--- src/rtl/mux_pkg.sv ---
// Shared definitions for the registered N-to-1 channel multiplexer.
package mux_pkg;

  localparam int unsigned NCH_DEFAULT = 8;
  localparam int unsigned W_DEFAULT   = 8;

  typedef enum logic {
    MODE_MANUAL = 1'b0,
    MODE_SCAN   = 1'b1
  } mode_e;

endpackage

--- src/rtl/rr_arbiter.sv ---
// Combinational round-robin arbiter: first requester after ptr, wrapping modulo NCH.
module rr_arbiter #(
  parameter  int unsigned NCH = 8,
  localparam int unsigned SW  = $clog2(NCH)
) (
  input  logic [NCH-1:0] req,
  input  logic [SW-1:0]  ptr,
  input  logic           en,
  output logic [NCH-1:0] gnt,
  output logic [SW-1:0]  idx
);

  int unsigned k;
  logic        found;

  // Scan ptr+1 .. ptr+NCH so the last-granted channel has lowest priority.
  always_comb begin
    gnt   = '0;
    idx   = '0;
    found = 1'b0;
    k     = 0;
    for (int unsigned i = 1; i <= NCH; i++) begin
      k = (32'(ptr) + i) % NCH;
      if (en && !found && req[SW'(k)]) begin
        found          = 1'b1;
        gnt[SW'(k)]    = 1'b1;
        idx            = SW'(k);
      end
    end
  end

endmodule

--- src/rtl/mux_nx1_seq.sv ---
// Registered N-to-1 channel mux with manual or round-robin selection and valid/ready output.
// Optional out_par port is enabled by defining MUX_NX1_SEQ_PARITY_EN.
module mux_nx1_seq
  import mux_pkg::*;
#(
  parameter  int unsigned NCH = NCH_DEFAULT,
  parameter  int unsigned W   = W_DEFAULT,
  localparam int unsigned SW  = $clog2(NCH)
) (
  input  logic             clk,
  input  logic             rst,
  input  logic [NCH*W-1:0] in_data,
  input  logic [NCH-1:0]   in_valid,
  output logic [NCH-1:0]   in_ready,
  input  logic             mode,
  input  logic [SW-1:0]    sel,
  output logic [W-1:0]     out_data,
  output logic [SW-1:0]    out_chan,
  output logic             out_valid,
  input  logic             out_ready
`ifdef MUX_NX1_SEQ_PARITY_EN
  ,
  output logic             out_par
`endif
);

  logic           slot_free;
  logic           scan_en;
  logic           man_hit;
  logic           grant;
  logic [NCH-1:0] rr_gnt;
  logic [NCH-1:0] man_gnt;
  logic [SW-1:0]  rr_idx;
  logic [SW-1:0]  gnt_idx;
  logic [SW-1:0]  ptr;
  logic [W-1:0]   gnt_word;

  // Reset gates the grant so no channel is strobed while rst is high.
  assign slot_free = !rst && (!out_valid || out_ready);
  assign scan_en   = slot_free && (mode == MODE_SCAN);
  assign man_hit   = slot_free && (mode == MODE_MANUAL) && (32'(sel) < NCH) && in_valid[sel];
  assign man_gnt   = man_hit ? (NCH'(1) << sel) : '0;

  rr_arbiter #(.NCH(NCH)) u_arb (
    .req (in_valid),
    .ptr (ptr),
    .en  (scan_en),
    .gnt (rr_gnt),
    .idx (rr_idx)
  );

  assign in_ready = scan_en ? rr_gnt : man_gnt;
  assign grant    = |in_ready;
  assign gnt_idx  = scan_en ? rr_idx : sel;

  // One-hot AND-OR data select.
  always_comb begin
    gnt_word = '0;
    for (int unsigned c = 0; c < NCH; c++) begin
      if (in_ready[c]) gnt_word = gnt_word | in_data[c*W +: W];
    end
  end

  always_ff @(posedge clk or posedge rst) begin
    if (rst) begin
      out_data  <= '0;
      out_chan  <= '0;
      out_valid <= 1'b0;
      ptr       <= SW'(NCH - 1);
    end else if (slot_free) begin
      if (grant) begin
        out_data  <= gnt_word;
        out_chan  <= gnt_idx;
        out_valid <= 1'b1;
        if (scan_en) ptr <= rr_idx;
      end else begin
        out_valid <= 1'b0;
      end
    end
  end

`ifdef MUX_NX1_SEQ_PARITY_EN
  always_ff @(posedge clk or posedge rst) begin
    if (rst) begin
      out_par <= 1'b0;
    end else if (slot_free && grant) begin
      out_par <= ^gnt_word;
    end
  end
`endif

endmodule
--- config.mk ---
export PLATFORM = sky130hd
export DESIGN_NAME = mux_nx1_seq
export DESIGN_NICKNAME = d
export VERILOG_FILES = /design/src/rtl/mux_pkg.sv /design/src/rtl/rr_arbiter.sv /design/src/rtl/mux_nx1_seq.sv
export SDC_FILE = /design/constraint.sdc
export NUM_CORES = 1
export LEC_CHECK = 0
export ABC_AREA = 1
export ABC_CLOCK_PERIOD_IN_PS = 7400
export CAP_MARGIN = 10
export CORE_MARGIN = 2
export CORE_UTILIZATION = 50
export CTS_CLUSTER_DIAMETER = 60
export CTS_CLUSTER_SIZE = 8
export DETAILED_ROUTE_END_ITERATION = 8
export PLACE_DENSITY = 0.87
export SLEW_MARGIN = 20
export SYNTH_ARGS = -nofsm -noshare
export SYNTH_HDL_FRONTEND = slang
export SYNTH_SLANG_ARGS = --single-unit
--- constraint.sdc ---
create_clock -name clk -period 7.4 [get_ports clk]
set_clock_uncertainty 0.05 [all_clocks]
set_input_delay 1.48 -clock clk [delete_from_list [all_inputs] [get_ports clk]]
set_output_delay 1.48 -clock clk [all_outputs]
set_load 0.005 [all_outputs]
==> flow_summary_export.csv, run 1 <==
group,metric,value,unit
floorplanning,placeableCoreArea,5570,sq um
sta,hold_viol_final,0,
sta,tightestPinTransition,0.881,ns
yosys,syn_nets,595,
critical_path,max_stage_delay,0.50,ns
sta,rsz0062_at_grt,"false",
route,remaining_drc_errors,0,
floorplanning,rows,27,
yosys,synth-seq-area-share,0.130,
final_layout,syn2layout_area_growth,35.2,%
hold_path,whs_path_depth,2,
critical_path,critPathBufInv,6,
global_routing,antenna_found_initial,0,
placement,portBuffers,98,
critical_path,cpLargestDelayFamily,"buffers and inverters",
placement,hpwl,8670,um
yosys,syn-instance-count,510,
clock_network,numCtsBuffers,3,
clock_network,clk_path_buf_depth,2,
route,wirelength,10700,um
power_and_ir_drop,ir_drop,0.204,mV
power_and_ir_drop,power,807,uW
route,wl_per_cell,16.0,um
global_routing,grt_pass1_wl,17400,um
final_layout,final_util,0.710,
global_routing,overflow,0,
clock_network,cts_htree_levels,1,
clock_network,post_cts_buffers,0,
critical_path,criticalPathCategory,"input port to primary output",
clock_network,clk_pin_slew,0.05,ns
critical_path,crit_arrival,5.18,ns
run,cap_violations,0,
yosys,mappedNetlistArea,2930,sq um
sta,worst_slack,0.689,ns
route,drtIter0Drc,385,
sta,fmax,149,MHz
global_routing,grt_max_degree,26,
yosys,synth_warnings,0,
floorplanning,die_w,80.5,um
critical_path,r2r_slack,2.71,ns
clock_network,cts.hold.buffers_added,0,
clock_network,post_cts_resized,0,
final_layout,layout_common_cells,"nand2_1, clkdlybuf4s50_1, nand3_1, nor2_1, inv_1",
critical_path,path_max_fanout,16,
power_and_ir_drop,p_leak,1.80,nW
final_layout,diodes,0,
yosys,synthArstFlopShare,1.00,
critical_path,cp-start-kind,"input port",
final_layout,final_common_cell,"nand2_1",
clock_network,clock_sinks,15,
final_layout,fillers,470,
clock_network,cts_root_buf,"clkbuf_8",
route,dr.pass1.iters,5,
sta,timing.setup.tns,0,ns
sta,min_period,6.71,ns
critical_path,r2r_start,"ptr[0]",
clock_network,tritoncts,"yes",
floorplanning,chipHeight,80.5,um
final_layout,fin_nets,685,
critical_path,cpMaxStageDelayCell,"nor3_2",
outcome,status,"completed",
critical_path,cp-end-kind,"primary output",
critical_path,required,5.87,ns
global_routing,grt_pass1_vias,3725,
hold_path,hp-start,"out_chan[0]",
critical_path,r2r-end,"out_chan[2]",
route,vias,3897,
yosys,ys.flop_type,"dfrtp_1",
hold_path,hold_path.class,"flop to flop",
sta,maxSlewHeadroom,0.411,
placement,place_ws,0.722,ns
placement,place.gp.congestion,0.953,
sta,setup_viol,0,
route,viasPerCell,5.81,
critical_path,cp_cell_sequence,"clkdlybuf4s50_1, clkinv_1, o21ai_1, inv_1, nand2_1, buf_4, nor2_2, nor2_4, nand2_4, nor3_2, nand3_1, nand3_4, nand2_4, inv_1, clkdlybuf4s50_1",
final_layout,drive_above_1_share,0.114,
global_routing,track_usage,0.338,
floorplanning,io-pin-count,99,
clock_network,worstSkewPairLatency,0.25,ns
yosys,synth_enable_flop_cells,0,
critical_path,worstRegToRegCells,20,
sta,fin_crit_sh,0.907,
yosys,postSynthAreaPerCell,5.74,sq um
route,postRouteAntennaNets,0,
floorplanning,fp.dieArea,6480,sq um
floorplanning,start_util,0.525,
hold_path,min_to,"out_chan[0]",
sta,report.final.slew_viol_count,0,
yosys,synth_seq_cells,15,
power_and_ir_drop,powerDensity,204,nW/um^2
yosys,ys_types,43,
-- worst max path at each step --
stage / startpoint / to / depth (start not counted)
after floorplan: rst / in_ready[5] / 14
after global placement: rst / in_ready[6] / 15
after detailed placement: rst / in_ready[6] / 15
after CTS: rst / in_ready[6] / 15
after global routing: rst / in_ready[6] / 15
final: rst / in_ready[6] / 15
-- cells in the mapped netlist (12+ instances only) --
library cell	instances	area, sq um
a21oi_1	12	60.1
dfrtp_1	12	300
inv_1	42	158
nand2_1	160	601
nand2_2	14	87.6
o21ai_0	13	65.1
nor3_1	16	80.1
nand4_1	20	125
inv_2	13	48.8
nor2_1	44	165
nand3_1	90	450
-- worst min-delay path, stage by stage, from the launching register on --
cell	delay, ns
dfrtp_1	0.34
nand2_1	0.05
nand2_1	0.05
-- metrics by stage --
step	hold slack [ns]	std cells	instance area [sq um]
2_1_floorplan	0.414	510	2930
3_3_place_gp	0.411	667	3910
3_5_place_dp	0.416	667	3910
4_1_cts	0.437	671	3960
5_1_grt	0.473	671	3960
6_report	0.436	671	3960
-- metal layers --
layer / routed length [um] / vias up / GRT usage
li1: - / 1862 / -
met1: 4250 / 1768 / 0.428
met2: 5350 / 235 / 0.586
met3: 782 / 32 / 0.0292
met4: 364 / 0 / 0.139
met5: 0 / - / 0
-- where the power goes --
| group | switching [mW] | internal (mW) | total, mW |
|---|---|---|---|
| clock network | 0.0286 | 0.0373 | 0.0659 |
| registers | 0.0382 | 0.112 | 0.151 |
| logic | 0.381 | 0.209 | 0.591 |
-- cell families (layout without fill, tap and decap cells) --
logic type      after synthesis  after routing  share of synthesized area
compound gates               46             46                      0.103
xor+xnor                      2              2                     0.0150
simple gates                371            371                      0.622
flops                        15             15                      0.130
buf+inv                      70            159                      0.104
fa+ha+maj                     6              6                     0.0257
-- cell type report --
class	instances	area (sq um)	share of cell area
tap	72	90.1	0.0228
inverter	56	210	0.0531
clock inverter	1	5.00	0.00127
timing repair buffer	99	988	0.250
multi-input combinational	425	2240	0.567
clock buffer	3	41.3	0.0104
sequential	15	379	0.0958
-- registers in the layout, summed over array words and instances (netlist names) --
register,flops
out_chan,3
out_data,8
out_valid,1
ptr,3
Note: power is estimated with default switching activity, not from simulation.
==> run 2: changes to the inputs <==
HOLD_SLACK_MARGIN = 0.05   (was default)
SETUP_SLACK_MARGIN = 0.4   (was default)
==> flow_summary_export.csv, run 2 (synthesized netlist as in run 1, its figures left out) <==
group,metric,value,unit
outcome,status,"completed",
route,dr.pass1.iters,5,
clock_network,tritoncts,"yes",
route,remaining_drc_errors,0,
placement,portBuffers,98,
final_layout,largest_reg_flops,8,
sta,fin_crit_sh,0.898,
sta,fmax,150,MHz
global_routing,grt_pass1_vias,3725,
critical_path,r2r_slack,2.73,ns
critical_path,cp-end-kind,"primary output",
clock_network,numCtsBuffers,3,
global_routing,overflow,0,
sta,timing.setup.tns,0,ns
route,postRouteAntennaNets,0,
critical_path,required,5.87,ns
power_and_ir_drop,ir_drop,0.207,mV
clock_network,clk_pin_slew,0.05,ns
critical_path,max_stage_delay,0.59,ns
final_layout,final_common_cell,"nand2_1",
run,cap_violations,0,
route,viasPerCell,5.81,
placement,hpwl,8670,um
route,wirelength,10800,um
clock_network,worstSkewPairLatency,0.26,ns
route,wl_per_cell,16.1,um
final_layout,layout_common_cells,"nand2_1, clkdlybuf4s50_1, nand3_1, nor2_1, inv_1",
floorplanning,rows,27,
final_layout,syn2layout_area_growth,35.3,%
final_layout,diodes,0,
global_routing,antenna_found_initial,0,
floorplanning,start_util,0.525,
clock_network,post_cts_buffers,0,
power_and_ir_drop,powerDensity,204,nW/um^2
power_and_ir_drop,p_leak,1.79,nW
route,drtIter0Drc,383,
critical_path,cp-start-kind,"input port",
clock_network,clk_path_buf_depth,2,
clock_network,clock_sinks,15,
floorplanning,placeableCoreArea,5570,sq um
critical_path,crit_arrival,5.12,ns
global_routing,grt_pass1_wl,17400,um
clock_network,cts_htree_levels,1,
critical_path,criticalPathCategory,"input port to primary output",
critical_path,cp_common_cell,"nand2_1",
critical_path,cpMaxStageDelayCell,"nor2_1",
placement,place.gp.congestion,0.953,
critical_path,path_max_fanout,16,
global_routing,grt_max_degree,26,
final_layout,fillers,470,
sta,min_period,6.65,ns
final_layout,fin_nets,685,
clock_network,cts.hold.buffers_added,0,
sta,report.final.slew_viol_count,0,
sta,setup_viol,0,
sta,tightestPinTransition,0.861,ns
critical_path,cp_cell_sequence,"clkdlybuf4s50_1, clkinvlp_4, o21ai_1, inv_1, nand2_1, buf_4, inv_1, nand3_1, nor2_1, nand2_1, nand2_1, nor2_1, nand2_1, nor2_1, nand3_1, nand2_1, inv_2, clkdlybuf4s50_1",
sta,hold_viol_final,0,
sta,timing.hold.ws,0.436,ns
sta,maxSlewHeadroom,0.425,
floorplanning,chipHeight,80.5,um
clock_network,post_cts_resized,0,
sta,rsz0062_at_grt,"false",
floorplanning,fp.dieArea,6480,sq um
power_and_ir_drop,power,808,uW
floorplanning,die_w,80.5,um
critical_path,critPathBufInv,7,
floorplanning,io-pin-count,99,
global_routing,track_usage,0.338,
clock_network,cts_root_buf,"clkbuf_8",
final_layout,drive_above_1_share,0.115,
critical_path,cpLargestDelayFamily,"buffers and inverters",
final_layout,largest_register,"out_data",
route,vias,3896,
final_layout,top_regs,"out_data (8), out_chan (3), ptr (3)",
hold_path,hold_path.class,"flop to flop",
-- run 2: changes by cell type in the layout (fill, tap and decap cells not counted), sizes merged --
| cell | change |
|---|---|
| clkinvlp | +1 |
| clkinv | -1 |
-- run 2: layout make-up --
cell class | count | area (sq um) | share of cell area
Tap cell | 72 | 90.1 | 0.0227
Timing Repair Buffer | 99 | 988 | 0.250
Multi-Input combinational cell | 425 | 2240 | 0.566
Clock inverter | 1 | 5.00 | 0.00126
Sequential cell | 15 | 379 | 0.0957
Clock buffer | 3 | 41.3 | 0.0104
Inverter | 56 | 214 | 0.0540
-- run 2: power by group --
group / switching [mW] / leakage [nW] / total, mW / internal [mW]
registers: 0.0380 / 0.170 / 0.150 / 0.112
logic: 0.381 / 1.60 / 0.591 / 0.210
clock network: 0.0294 / 0.0255 / 0.0668 / 0.0374
-- run 2: routing by layer --
metal	part of all wire	vias to the layer above	routed length, um	global-route usage
met3	0.070	34	754	0.0292
met4	0.037	0	396	0.139
li1	-	1866	-	-
met5	0	-	0	0
met2	0.50	236	5360	0.586
met1	0.40	1760	4270	0.428
-- run 2: worst paths after layout --
kind,to,cells after the start,start
min in group asynchronous,out_data[0],2,rst
worst min register to register,out_chan[1],2,out_chan[1]
max in group asynchronous,ptr[0],2,rst
worst max-delay path,in_ready[0],18,rst
worst max register to register,out_chan[2],20,ptr[0]
worst min-delay path,out_chan[1],2,out_chan[1]
-- run 2: worst min-delay path, cell delays in order, from the launching register on --
cell	delay [ns]
dfrtp_1	0.35
nand2_1	0.05
nand2_1	0.05
-- run 2: per-stage QoR --
stage          area, sq um  setup WS (ns)  utilization  std cells
2_1_floorplan         2930           2.37            -        510
3_3_place_gp          3910          0.912        0.701        667
5_1_grt               3960          0.532        0.710        671
4_1_cts               3960          0.713        0.710        671
6_report              3960          0.754        0.710        671
3_5_place_dp          3910          0.722        0.701        667
